===== src/rtl/openofdm_rx_byte_packer.sv =====
// -----------------------------------------------------------------------------
// openofdm_rx_byte_packer
//
// Packs the decoded openofdm_rx byte stream into 64-bit little-endian words for
// the host RX DMA. Each accepted packet is framed as:
//   header word, data words (partial last word zero-padded), status word (tlast).
// Words leave through a first-word-fall-through FIFO on an AXI-Stream-style
// master port.
//
// Ports:
//   clk, rstn                 clock, asynchronous active-low reset
//   pkt_header_valid_strobe   one-cycle header strobe, qualified by pkt_header_valid
//   pkt_rate, pkt_len, ht_aggr decoded header fields captured into the header word
//   byte_in_strobe, byte_in   decoded payload byte
//   fcs_in_strobe, fcs_ok     end of packet and FCS result
//   m_axis_*                  packed word stream (tlast marks the status word)
//   overflow_sticky           set whenever a word is discarded for lack of space
//   pkt_drop_cnt              saturating count of discarded headers
//
// Optional build macro: OPENOFDM_RX_PACKER_TIMESTAMP_EN
//   Defined   : header [31:0] carries a free-running 32-bit cycle count sampled
//               at the header strobe and ht_aggr moves to bit [32].
//   Undefined : header [31:0] = {15'b0, ht_aggr, 16'b0}.
// -----------------------------------------------------------------------------
module openofdm_rx_byte_packer #(
  parameter int FIFO_ADDR_WIDTH = 4,
  parameter int CNT_WIDTH       = 16
) (
  input  logic                 clk,
  input  logic                 rstn,
  input  logic                 pkt_header_valid_strobe,
  input  logic                 pkt_header_valid,
  input  logic [7:0]           pkt_rate,
  input  logic [15:0]          pkt_len,
  input  logic                 ht_aggr,
  input  logic                 byte_in_strobe,
  input  logic [7:0]           byte_in,
  input  logic                 fcs_in_strobe,
  input  logic                 fcs_ok,
  output logic [63:0]          m_axis_tdata,
  output logic                 m_axis_tvalid,
  input  logic                 m_axis_tready,
  output logic                 m_axis_tlast,
  output logic                 overflow_sticky,
  output logic [CNT_WIDTH-1:0] pkt_drop_cnt
);

  localparam int DEPTH = 1 << FIFO_ADDR_WIDTH;

  localparam logic [1:0] S_IDLE   = 2'd0;
  localparam logic [1:0] S_DATA   = 2'd1;
  localparam logic [1:0] S_CLOSE  = 2'd2;
  localparam logic [1:0] S_STATUS = 2'd3;

  logic [1:0]           state;
  logic [63:0]          acc;
  logic [2:0]           lane;
  logic [CNT_WIDTH-1:0] byte_cnt;
  logic [15:0]          byte_cnt16;
  logic                 trunc_flag;
  logic                 abort_flag;
  logic                 fcs_flag;
  logic                 pend_valid;
  logic [63:0]          pend_word;

  logic                 hdr;
  logic [63:0]          new_hdr_word;
  logic [63:0]          byte_word;
  logic [63:0]          status_word;
  logic                 push_req;
  logic [63:0]          push_word;
  logic                 push_last;
  logic                 push_fire;
  logic                 can_push;
  logic                 pop;
  logic                 drop_inc;

  logic [64:0]                mem [DEPTH];
  logic [FIFO_ADDR_WIDTH-1:0] wr_ptr;
  logic [FIFO_ADDR_WIDTH-1:0] rd_ptr;
  logic [FIFO_ADDR_WIDTH:0]   fifo_cnt;
  logic [64:0]                head;

  assign hdr = pkt_header_valid_strobe & pkt_header_valid;

`ifdef OPENOFDM_RX_PACKER_TIMESTAMP_EN
  logic [31:0] ts_cnt;

  always_ff @(posedge clk or negedge rstn) begin
    if (!rstn) ts_cnt <= '0;
    else       ts_cnt <= ts_cnt + 32'd1;
  end

  // The marker keeps its upper seven bits; bit 32 carries ht_aggr instead.
  assign new_hdr_word = {pkt_len, pkt_rate, 7'b1010010, ht_aggr, ts_cnt};
`else
  assign new_hdr_word = {pkt_len, pkt_rate, 8'hA5, 15'd0, ht_aggr, 16'd0};
`endif

  // acc is kept zero in lanes not yet written, so OR-ing in the new lane
  // also yields the correctly padded partial word.
  assign byte_word   = acc | (64'(byte_in) << {lane, 3'b000});
  assign byte_cnt16  = 16'(byte_cnt);
  assign status_word = {8'h5A, 8'h00, byte_cnt16, 29'd0, trunc_flag, abort_flag, fcs_flag};

  // A full FIFO still accepts a word in the cycle the head is popped.
  assign pop       = m_axis_tvalid & m_axis_tready;
  assign can_push  = !fifo_cnt[FIFO_ADDR_WIDTH] || pop;
  assign push_fire = push_req & can_push;

  // Selects the single word (if any) the packer wants to write this cycle.
  always_comb begin
    push_req  = 1'b0;
    push_word = '0;
    push_last = 1'b0;
    case (state)
      S_IDLE: begin
        if (pend_valid || hdr) begin
          push_req  = 1'b1;
          push_word = pend_valid ? pend_word : new_hdr_word;
        end
      end
      S_DATA: begin
        if (!hdr && !fcs_in_strobe && byte_in_strobe && lane == 3'd7) begin
          push_req  = 1'b1;
          push_word = byte_word;
        end
      end
      S_CLOSE: begin
        push_req  = 1'b1;
        push_word = acc;
      end
      S_STATUS: begin
        push_req  = 1'b1;
        push_word = status_word;
        push_last = 1'b1;
      end
      default: ;
    endcase
  end

  // Headers are lost either when they cannot be written in IDLE or when a
  // newer header overwrites one still waiting in the pending register.
  assign drop_inc = (state == S_IDLE) ? ((pend_valid || hdr) && !can_push)
                                      : (hdr && pend_valid);

  // Packet framing state machine.
  always_ff @(posedge clk or negedge rstn) begin
    if (!rstn) begin
      state           <= S_IDLE;
      acc             <= '0;
      lane            <= '0;
      byte_cnt        <= '0;
      trunc_flag      <= 1'b0;
      abort_flag      <= 1'b0;
      fcs_flag        <= 1'b0;
      pend_valid      <= 1'b0;
      pend_word       <= '0;
      overflow_sticky <= 1'b0;
      pkt_drop_cnt    <= '0;
    end else begin
      if (drop_inc && pkt_drop_cnt != '1)
        pkt_drop_cnt <= pkt_drop_cnt + CNT_WIDTH'(1);

      // Outside IDLE a new header waits until the current packet is closed.
      if (state != S_IDLE && hdr) begin
        pend_valid <= 1'b1;
        pend_word  <= new_hdr_word;
      end

      case (state)
        S_IDLE: begin
          if (pend_valid || hdr) begin
            if (pend_valid && hdr) pend_word  <= new_hdr_word;
            else                   pend_valid <= 1'b0;
            if (can_push) begin
              state      <= S_DATA;
              acc        <= '0;
              lane       <= '0;
              byte_cnt   <= '0;
              trunc_flag <= 1'b0;
              abort_flag <= 1'b0;
              fcs_flag   <= 1'b0;
            end else begin
              overflow_sticky <= 1'b1;
            end
          end
        end
        S_DATA: begin
          if (hdr) begin
            abort_flag <= 1'b1;
            fcs_flag   <= 1'b0;
            state      <= (lane != 3'd0) ? S_CLOSE : S_STATUS;
          end else if (fcs_in_strobe) begin
            fcs_flag <= fcs_ok;
            state    <= (lane != 3'd0) ? S_CLOSE : S_STATUS;
          end else if (byte_in_strobe) begin
            if (byte_cnt != '1) byte_cnt <= byte_cnt + CNT_WIDTH'(1);
            lane <= lane + 3'd1;
            if (lane == 3'd7) begin
              acc <= '0;
              if (!can_push) begin
                trunc_flag      <= 1'b1;
                overflow_sticky <= 1'b1;
              end
            end else begin
              acc <= byte_word;
            end
          end
        end
        S_CLOSE: begin
          acc   <= '0;
          lane  <= '0;
          state <= S_STATUS;
          if (!can_push) begin
            trunc_flag      <= 1'b1;
            overflow_sticky <= 1'b1;
          end
        end
        S_STATUS: begin
          // The status word is never dropped: hold here until it fits.
          if (can_push) state <= S_IDLE;
        end
        default: state <= S_IDLE;
      endcase
    end
  end

  // FIFO storage; contents need no reset because tvalid gates every read.
  always_ff @(posedge clk) begin
    if (push_fire) mem[wr_ptr] <= {push_last, push_word};
  end

  // FIFO pointers and occupancy.
  always_ff @(posedge clk or negedge rstn) begin
    if (!rstn) begin
      wr_ptr   <= '0;
      rd_ptr   <= '0;
      fifo_cnt <= '0;
    end else begin
      if (push_fire) wr_ptr <= wr_ptr + FIFO_ADDR_WIDTH'(1);
      if (pop)       rd_ptr <= rd_ptr + FIFO_ADDR_WIDTH'(1);
      case ({push_fire, pop})
        2'b10:   fifo_cnt <= fifo_cnt + (FIFO_ADDR_WIDTH+1)'(1);
        2'b01:   fifo_cnt <= fifo_cnt - (FIFO_ADDR_WIDTH+1)'(1);
        default: ;
      endcase
    end
  end

  assign head          = mem[rd_ptr];
  assign m_axis_tvalid = (fifo_cnt != '0);
  assign m_axis_tdata  = m_axis_tvalid ? head[63:0] : 64'd0;
  assign m_axis_tlast  = m_axis_tvalid & head[64];

endmodule


===== config.mk =====
export PLATFORM = sky130hd
export DESIGN_NAME = openofdm_rx_byte_packer
export DESIGN_NICKNAME = d
export VERILOG_FILES = /design/src/rtl/openofdm_rx_byte_packer.sv
export SDC_FILE = /design/constraint.sdc
export NUM_CORES = 1
export LEC_CHECK = 0
export BUFFER_PORTS_ARGS = -buffer_cell sky130_fd_sc_hd__buf_2
export CORE_MARGIN = 5
export CORE_UTILIZATION = 65
export CTS_CLUSTER_SIZE = 12
export DETAILED_ROUTE_END_ITERATION = 7
export GPL_TIMING_DRIVEN = 0
export PLACE_DENSITY_LB_ADDON = 0.05
export REMOVE_ABC_BUFFERS = 1
export SYNTH_ARGS = -nofsm -noshare
export SYNTH_HDL_FRONTEND = slang
export SYNTH_SLANG_ARGS = --single-unit

===== constraint.sdc =====
create_clock -name clk -period 20.4 [get_ports clk]
set_input_delay 2.04 -clock clk [delete_from_list [all_inputs] [get_ports clk]]
set_output_delay 2.04 -clock clk [all_outputs]
set_load 0.01 [all_outputs]

Word-level counts from Yosys, hierarchy flattened
Memories as Yosys holds them, arrays and structs flattened.
Index checks and enable logic that the tools add are counted.
{ "word_totals": {"register_bits": 183, "ramBits": 1040, "in_bits": 41, "out_inout_bits": 83, "word_cells": 142, "n_memories": 1} }
{ "op_classes": {"addsub": 7, "eq_ne": 18, "n_shift": 1, "n_mux": 68, "n_bitwise": 5, "n_reduce_logical": 28} }
{ "mem_list": {"columns": ["name", "depth", "width", "read_ports", "rd_clocked_by_memory_dff", "write_ports", "line_no", "rtl"], "rows": [
  ["mem", 16, 65, 1, 0, 1, "78", "logic [64:0] mem [DEPTH];"]
]} }
{ "ops": {"columns": ["operator", "count"], "rows": [
  ["two-way mux 64 bit", 14],
  ["one-hot mux 64 bit (4 select lines)", 1],
  ["one-hot mux 64 bit (3 select lines)", 1],
  ["two-way mux 16 bit", 6],
  ["OR 64 bit", 1],
  ["left shift 8 x 6 -> 64 bit", 1],
  ["adder 16 x 1 -> 16 bit, second input constant", 2],
  ["inequality test 16 bit, second input constant", 2],
  ["one-hot mux 16 bit (2 select lines)", 1],
  ["two-way mux 1 bit", 27],
  ["inequality test 2 bit, second input constant", 8],
  ["two-way mux 3 bit", 5],
  ["AND reduction 7 bit", 2],
  ["AND reduction 4 bit", 3],
  ["AND reduction 6 bit", 2],
  ["two-way mux 2 bit", 5],
  ["one-hot mux 5 bit (2 select lines)", 1],
  ["one-hot mux 1 bit (3 select lines)", 3],
  ["one-hot mux 3 bit (3 select lines)", 1],
  ["adder 4 x 1 -> 4 bit, second input constant", 2],
  ["one-hot mux 2 bit (4 select lines)", 1],
  ["logical AND 1 bit", 7],
  ["== test 2 bit, second input constant", 3],
  ["nonzero test 2 bit", 3],
  ["other kinds (15)", 25]
]} }

Depth between registers and ports, before layout
Gate-level depths: netlist of the first run.
{ "depth": {"ltp_word": 10, "ltp_mapped": 15, "ltp_nobuf": 14} }

Least setup slack after synthesis of the first run
Ideal clock, no wire load.
{ "synth_timing": {"path_kind": "input port to flip-flop", "start": "input port byte_in_strobe", "end": "memory mem[3][0] (enable)", "setup_ns": 0.568, "t_arrival_ns": 7.709, "required_ns": 19.832, "setup_slack_ns": 12.123, "stages": 5, "path_buffers": 0, "path_cell_list": "nor2b_1 > a41oi_1 > a21oi_1 > nand2_1 > nor3_1"} }
{ "synth_via": {"elab_chain_len": 7} }
{ "synth_lines": {"columns": ["item", "line_no", "rtl"], "rows": [
  ["start, declared", "36", "input logic byte_in_strobe,"],
  ["logical AND 1 bit (2 in series)", "124", "if (!hdr && !fcs_in_strobe && byte_in_strobe && lane == 3'd7) begin"],
  ["two-way mux 1 bit", "124", null],
  ["one-hot mux 1 bit (3 select lines)", "116", "case (state)"],
  ["AND 1 bit", "109", "assign push_fire = push_req & can_push;"],
  ["two-way mux 1 bit", "231", "if (push_fire) mem[wr_ptr] <= {push_last, push_word};"],
  ["two-way mux 1 bit (not written as such)", "231", null],
  ["end, declared", "78", null]
]} }
No other way between the ends.

Final worst setup path of the first run
{ "layout_timing": {"start": "register rd_ptr[0]", "end": "output port m_axis_tdata[28]"} }
{ "layout_via": {"elab_chain_len": 2} }
{ "layout_lines": {"columns": ["item", "line_no", "rtl"], "rows": [
  ["start, declared", "80", "logic [FIFO_ADDR_WIDTH-1:0] rd_ptr;"],
  ["start signal, assigned", "242", "if (pop) rd_ptr <= rd_ptr + FIFO_ADDR_WIDTH'(1);"],
  ["memory read (16 x 65 bit)", null, null],
  ["two-way mux 64 bit", "253", "assign m_axis_tdata = m_axis_tvalid ? head[63:0] : 64'd0;"],
  ["end, declared", "40", "output logic [63:0] m_axis_tdata,"]
]} }
No other way between the ends.

==> flow_summary.json, run 1 <==
{
  "route.vias.total": 26200,
  "skew_ns": 0.0273,
  "cts_buffer_depth": 3,
  "syn_area_um2": 48400,
  "setup_slack_ns": 14.85,
  "worstPathCellList": "buf_16 > buf_16 > buf_16 > mux4_2 > mux2i_1 > o22ai_1 > buf_2",
  "synth_edf_count": 1040,
  "start_util_pct": 65.2,
  "cts-root-buf": "clkbuf_16",
  "cts_sinks": 1223,
  "timing.final.crit_share_pct": 27.2,
  "routed_wl_mm": 115,
  "rr_startpoint": "state[1]",
  "cp.required_ns": 18.36,
  "clkPwrFrac_pct": 25.5,
  "seqPwrFrac_pct": 42.1,
  "dp_hpwl_mm": 69.2,
  "max_stage_delay_ns": 0.69,
  "cts_resized": 0,
  "nFillCells": 4147,
  "io_pins": 124,
  "ant_nets": 0,
  "ir_worst_vdd_mv": 0.160,
  "cp_max_fo": 44,
  "cpMaxStageDelayCell": "dfrtp_4",
  "r2r_cells": 9,
  "via_per_inst": 6.81,
  "grt_antenna_before_repair": 7,
  "grtUsageMet2_pct": 45.3,
  "grt_setup_unrepaired": "no",
  "crit_type": "reg2out",
  "gp_congestion": 0.848,
  "power_density_nw_per_um2": 144,
  "grt.busiest_layer": "met2",
  "die_x_um": 283,
  "cp-start-kind": "register",
  "slew_headroom_pct": 8.35,
  "place_worst_setup_slack_ns": 14.26,
  "ys.flop_type": "edfxtp_1",
  "hp-class": "reg2reg",
  "grt_pass1_vias": 26700,
  "drt_iter0_drc": 3547,
  "synth_warnings": 0,
  "drt-pass1-iter-count": 6,
  "ys_types": 59,
  "path_clk_slew_ns": 0.06,
  "r2r_setup_slack_ns": 15.64,
  "arrival_ns": 3.51,
  "post_cts_buffers": 0,
  "crit_top_cell": "buf_16",
  "drive_gt1_share_pct": 24.9,
  "grt_max_degree": 97,
  "hp-start": "overflow_sticky",
  "port_buffers": 123,
  "power.switching_w": 0.00253,
  "worstMarginPinSlew_ns": 1.37,
  "setup_violations": 0,
  "use_met3_pct": 5.17,
  "htreeDepth": 3,
  "grt_pass1_wl_mm": 171,
  "row_count": 100,
  "async_flop_share_pct": 15.0,
  "switching_share_pct": 31.9,
  "routedWlPerCell_um": 29.8,
  "holdPathEnd": "overflow_sticky",
  "combinationalPowerShare_pct": 32.4,
  "seq_area_frac_synth_pct": 74.0,
  "final-seq-area_um2": 35800,
  "gr-usage-met1_pct": 44.6,
  "grtUsageTotal_pct": 29.1,
  "syn_avg_cell_area_um2": 18.7,
  "coreArea_um2": 74200,
  "holdBufCountCts": 0,
  "multi_input_area_um2": 12000,
  "finalCoreUtilization_pct": 74.4,
  "worstHoldPathCells": 1,
  "nets": 2836,
  "drc": 0,
  "fin_crit_ns": 5.55,
  "netlist_instances": 2586,
  "fmaxAchievable_ghz": 0.180,
  "outcome": "complete, no violations",
  "tritoncts": "yes",
  "internal_power_w": 0.00540,
  "cts_buffers": 118,
  "end_kind": "output port",
  "insertion_delay_ns": 0.67,
  "r2r-end": "mem[3][1]",
  "synthToLayoutAreaGrowth_pct": 14.1,
  "grt_overflow": 0,
  "timing.hold.ws_ns": 0.476,
  "dieArea_um2": 80000,
  "fin_setup_tns_ns": 0,
  "power_leakage_nw": 18.8,
  "hold_violations": 0,
  "max_cap_viol_count": 0,
  "synth_seq_cells": 1223,
  "fp.dieH_um": 283,
  "drv_slew": 0
}
[critical path, delay by kind of cell, from the launching register on]
| kind | cells | cell delay [ns] |
|---|---|---|
| buffers and inverters | 4 | 1.16 |
| muxes | 2 | 0.72 |
| DFF | 1 | 0.69 |
| AOI/OAI and AO/OA | 1 | 0.17 |
[placed cells by master (no fill, tap or decap), types with 12 or more instances in the layout]
cell	netlist	layout
nor3_1	23	14
nand3_1	22	22
buf_12	0	35
o21ai_1	1	55
o22ai_1	67	67
dfrtp_1	183	180
mux2i_1	130	130
buf_6	1	41
nor2_1	106	92
a21oi_1	92	92
clkbuf_8	0	12
xnor2_1	19	19
nand4_1	13	13
buf_4	0	12
clkbuf_1	106	60
mux2_2	28	28
edfxtp_1	1040	1040
a31oi_1	72	72
mux4_2	260	260
a22oi_1	31	31
buf_2	30	124
clkbuf_16	0	121
nand2_1	81	80
ha_1	18	18
o21ai_0	87	33
nor2_4	0	13
buf_16	0	22
nor2b_1	42	42
inv_1	14	14
[worst max path at each step]
stage / startpoint / to / slack, ns / cells after the start
after floorplan: rd_ptr[0] / m_axis_tdata[0] / 7.18 / 3
final: rd_ptr[0] / m_axis_tdata[28] / 14.85 / 7
after detailed placement: pkt_header_valid_strobe / mem[15][46] / 14.26 / 6
after CTS: rd_ptr[0] / m_axis_tdata[28] / 14.76 / 7
after global routing: rd_ptr[0] / m_axis_tdata[28] / 14.60 / 7
after global placement: rd_ptr[0] / m_axis_tdata[59] / 2.33 / 4
[area by class of cell]
cell class	count	area share, %
Sequential cell	1223	64.9
Clock inverter	18	0.231
Tap cell	969	2.20
Timing Repair Buffer	239	4.62
Clock buffer	193	6.19
Inverter	15	0.102
Multi-Input combinational cell	1180	21.8
Antenna cell	8	0.0363
[synthesized netlist by cell type (all sizes together), types with 2 or more instances]
master / n / area [um^2]
o41ai: 2 / 17.5
xnor2: 19 / 166
o221ai: 3 / 26.3
o22ai: 67 / 419
o221a: 2 / 22.5
a22oi: 31 / 233
and4: 4 / 35.0
a21boi: 2 / 15.0
edfxtp: 1040 / 31200
nor3: 23 / 115
ha: 18 / 225
clkbuf: 107 / 403
mux2i: 130 / 1300
mux4: 260 / 5860
a21o: 8 / 60.1
nor2b: 42 / 263
and2: 5 / 31.3
o22a: 2 / 17.5
o21a: 6 / 45.0
a41oi: 2 / 17.5
nand3: 23 / 128
nand2: 81 / 304
and3: 7 / 43.8
mux2: 28 / 315
o21ai: 88 / 440
nor4: 2 / 12.5
a21oi: 92 / 460
buf: 61 / 274
a32o: 2 / 20.0
xor2: 8 / 70.1
or3: 3 / 20.0
a31oi: 72 / 450
nor2: 106 / 398
or4: 2 / 18.8
or2: 5 / 31.3
inv: 14 / 52.6
a211oi: 2 / 15.0
dfrtp: 183 / 4580
nand2b: 9 / 56.3
nand4: 14 / 103
[sequential cells by signal, summed over array words and instances (netlist names), 4 cells and up]
signal,count
acc,64
byte_cnt,16
fifo_cnt,5
mem,1040
pend_word,64
pkt_drop_cnt,16
rd_ptr,4
wr_ptr,4
[per-layer routing]
| metal | share of wire (%) | vias to the layer above |
|---|---|---|
| li1 | - | 10900 |
| met1 | 40 | 13700 |
| met2 | 48 | 1365 |
| met3 | 9.7 | 220 |
| met4 | 2.2 | 2 |
| met5 | 0.016 | - |
[cell families (layout without fill, tap and decap cells)]
group | count (synthesis) | count (layout) | share of synthesized area [%]
flops | 1223 | 1223 | 74.0
mux | 418 | 418 | 15.4
compound gates | 386 | 386 | 4.76
simple gates | 331 | 331 | 3.32
buf+inv | 183 | 465 | 1.52
xor+xnor | 27 | 27 | 0.489
fa+ha+maj | 18 | 18 | 0.465
other cells | 0 | 8 | 0
[stage by stage]
step | cell area, um^2 | instances | total power (W)
5_1_grt | 55200 | 3837 | 0.00828
6_report | 55200 | 3845 | 0.00793
3_3_place_gp | 49500 | 3510 | 0.00645
4_1_cts | 55200 | 3832 | 0.00797
3_5_place_dp | 51600 | 3621 | 0.00596
2_1_floorplan | 47700 | 2418 | 0.00536
[power groups by stage]
stage	sequential [W]	combinational, W	clock, W
floorplan	0.00354	0.00181	0
global placement	0.00374	0.00272	0
detailed placement	0.00339	0.00257	0
CTS	0.00334	0.00258	0.00205
global route	0.00336	0.00275	0.00216
finish	0.00334	0.00257	0.00203
Power figures use the tool's default switching activity.
==> inputs of run 2 (changes only) <==
--- a/config.mk
+++ b/config.mk
@@ -7,7 +7,7 @@
 export LEC_CHECK = 0
 export BUFFER_PORTS_ARGS = -buffer_cell sky130_fd_sc_hd__buf_2
 export CORE_MARGIN = 5
-export CORE_UTILIZATION = 65
+export CORE_UTILIZATION = 56
 export CTS_CLUSTER_SIZE = 12
 export DETAILED_ROUTE_END_ITERATION = 7
 export GPL_TIMING_DRIVEN = 0
==> constraint.sdc (replaced) <==
create_clock -name clk -period 5 [get_ports clk]
set_input_delay 0.5 -clock clk [delete_from_list [all_inputs] [get_ports clk]]
set_output_delay 0.5 -clock clk [all_outputs]
set_load 0.01 [all_outputs]
==> run 2 against run 1 <==
Sequential power grew to 4.1 times the previous value; clock-buffer cell count grew 4; critical path depth grew 3; critical endpoint is now mem[1][8]; die area grew 15%; core utilization shrank 8.9 points; global-route usage shrank 4.1 points; clock power grew to 4.3 times the previous value.
==> flow_summary.json, run 2 (synthesis gave the netlist of run 1 again) <==
{
  "outcome": "complete, no violations",
  "dieArea_um2": 92400,
  "drive_gt1_share_pct": 25.5,
  "synthToLayoutAreaGrowth_pct": 15.7,
  "postLayoutCellArea_um2": 56000,
  "row_count": 107,
  "dp_hpwl_mm": 71.8,
  "use_met3_pct": 5.31,
  "cts_sinks": 1223,
  "crit_type": "reg2reg",
  "drt_iter0_drc": 2633,
  "cts-root-buf": "clkbuf_16",
  "final_common_cell": "edfxtp_1",
  "grt_antenna_before_repair": 20,
  "end_kind": "register",
  "insertion_delay_ns": 0.71,
  "mostFrequentLayoutCells": "edfxtp_1, mux4_2, dfrtp_1",
  "drc": 0,
  "max_cap_viol_count": 0,
  "routedWlPerCell_um": 28.6,
  "fin_crit_ns": 4.50,
  "coreArea_um2": 85400,
  "cp-start-kind": "register",
  "regMostFlops": "mem",
  "finalCoreUtilization_pct": 65.5,
  "largest_reg_flops": 1040,
  "grtUsageMet2_pct": 39.2,
  "drt-pass1-iter-count": 8,
  "gp_congestion": 0.838,
  "cp.required_ns": 5.41,
  "path_clk_slew_ns": 0.06,
  "placed_cell_area_um2": 52000,
  "grt_max_degree": 106,
  "cts_buffers": 131,
  "cts_buffer_depth": 3,
  "arrival_ns": 4.90,
  "start_util_pct": 56.7,
  "hp-class": "in2reg",
  "routed_wl_mm": 116,
  "ir_worst_vdd_mv": 0.558,
  "grt_pass1_vias": 26300,
  "grt_pass1_wl_mm": 172,
  "grt_overflow": 0,
  "drv_slew": 0,
  "nets": 2858,
  "fmaxAchievable_ghz": 0.222,
  "via_per_inst": 6.35,
  "timing.final.crit_share_pct": 89.9,
  "grtUsageTotal_pct": 25.0,
  "fp.dieH_um": 304,
  "reg_top3": "mem x1040, acc x64, pend_word x64",
  "skew_ns": 0.0219,
  "hold_violations": 0,
  "port_buffers": 123,
  "io_pins": 124,
  "nFillCells": 5771,
  "ant_nets": 0,
  "cpMaxStageDelayCell": "ha_1",
  "tritoncts": "yes",
  "cp_max_fo": 34,
  "grt_setup_unrepaired": "no",
  "worstPathCellList": "inv_1 > ha_1 > nor2_1 > a21oi_1 > nand2_1 > nor3_2 > buf_6 > buf_4 > buf_4 > buf_6",
  "slew_headroom_pct": 2.60,
  "place_worst_setup_slack_ns": -0.0144,
  "route.vias.total": 25800,
  "setup_violations": 0,
  "grt.busiest_layer": "met2",
  "power_density_nw_per_um2": 589,
  "die_x_um": 304,
  "post_cts_buffers": 0,
  "max_stage_delay_ns": 0.96,
  "power_leakage_nw": 19.1,
  "htreeDepth": 4,
  "worstMarginPinSlew_ns": 1.45,
  "setup_slack_ns": 0.504,
  "gr-usage-met1_pct": 36.8
}
[run 2: cell types whose count changed in the layout (fill, tap and decap cells not counted), sizes merged]
cell         before  now
clkinv           15   36
buf             239  247
diode             8   14
clkbuf          193  197
inv              17   19
dlygate4sd3       0    1
[run 2: power by group]
| part | internal, W | switching, W | total [W] |
|---|---|---|---|
| logic | 0.00452 | 0.00607 | 0.0106 |
| clock network | 0.00504 | 0.00378 | 0.00883 |
| registers | 0.0129 | 0.000679 | 0.0136 |
[run 2: timing repair]
action | in CTS | in global routing
resized for setup | 2 | 3
hold buffers | 1 | 0
endpoints found under the hold margin | 104 | 0
setup endpoints to repair | 32 | 34
[run 2: layer usage]
layer	up-vias	share of wire [%]
li1	10900	-
met1	13700	42
met2	1001	48
met3	170	7.9
met4	16	1.8
met5	-	0.097
[run 2: cell type report]
| cell class | count | area, um^2 | share of cell area (%) |
|---|---|---|---|
| diodes | 14 | 35.0 | 0.0626 |
| inverters | 15 | 56.3 | 0.101 |
| well taps | 1144 | 1430 | 2.56 |
| clock inverters | 41 | 297 | 0.530 |
| repair buffers | 248 | 2720 | 4.85 |
| flip-flops and latches | 1223 | 35800 | 64.0 |
| clock buffers | 197 | 3600 | 6.43 |
| multi-input cells | 1180 | 12000 | 21.5 |
[run 2: critical path: cells and delay by family (launching register included)]
kind / cells / cell delay, ns
flip-flops: 1 / 0.44
adder cells (fa/ha/maj): 1 / 0.96
buffers and inverters: 5 / 1.01
AND/OR/NAND/NOR: 3 / 1.19
AO/OA/AOI/OAI: 1 / 0.60
[run 2: path summary, 6_finish.rpt]
kind	from	endpoint	slack, ns	cells after the start
worst max-delay path	state[0]	mem[1][8]	0.50	10
worst min-delay path	pkt_len[9]	pend_word[57]	0.05	2
worst max register to register	state[0]	mem[1][8]	0.50	10
worst min register to register	overflow_sticky	overflow_sticky	0.47	1
max in group asynchronous	rstn	pend_word[52]	3.58	3
min in group asynchronous	rstn	fifo_cnt[1]	0.37	2
[run 2: stage by stage]
| stage | instances | hold WS (ns) | TNS [ns] | total power, W |
|---|---|---|---|---|
| 3_3_place_gp | 3685 | 0.446 | -7560.12 | 0.0223 |
| 2_1_floorplan | 2418 | 0.204 | -1161.55 | 0.0204 |
| 6_report | 4062 | 0.0472 | 0 | 0.0330 |
| 5_1_grt | 4048 | 0.0226 | 0 | 0.0344 |
| 3_5_place_dp | 3803 | 0.450 | -0.254 | 0.0245 |
| 4_1_cts | 4042 | 0.000208 | 0 | 0.0333 |
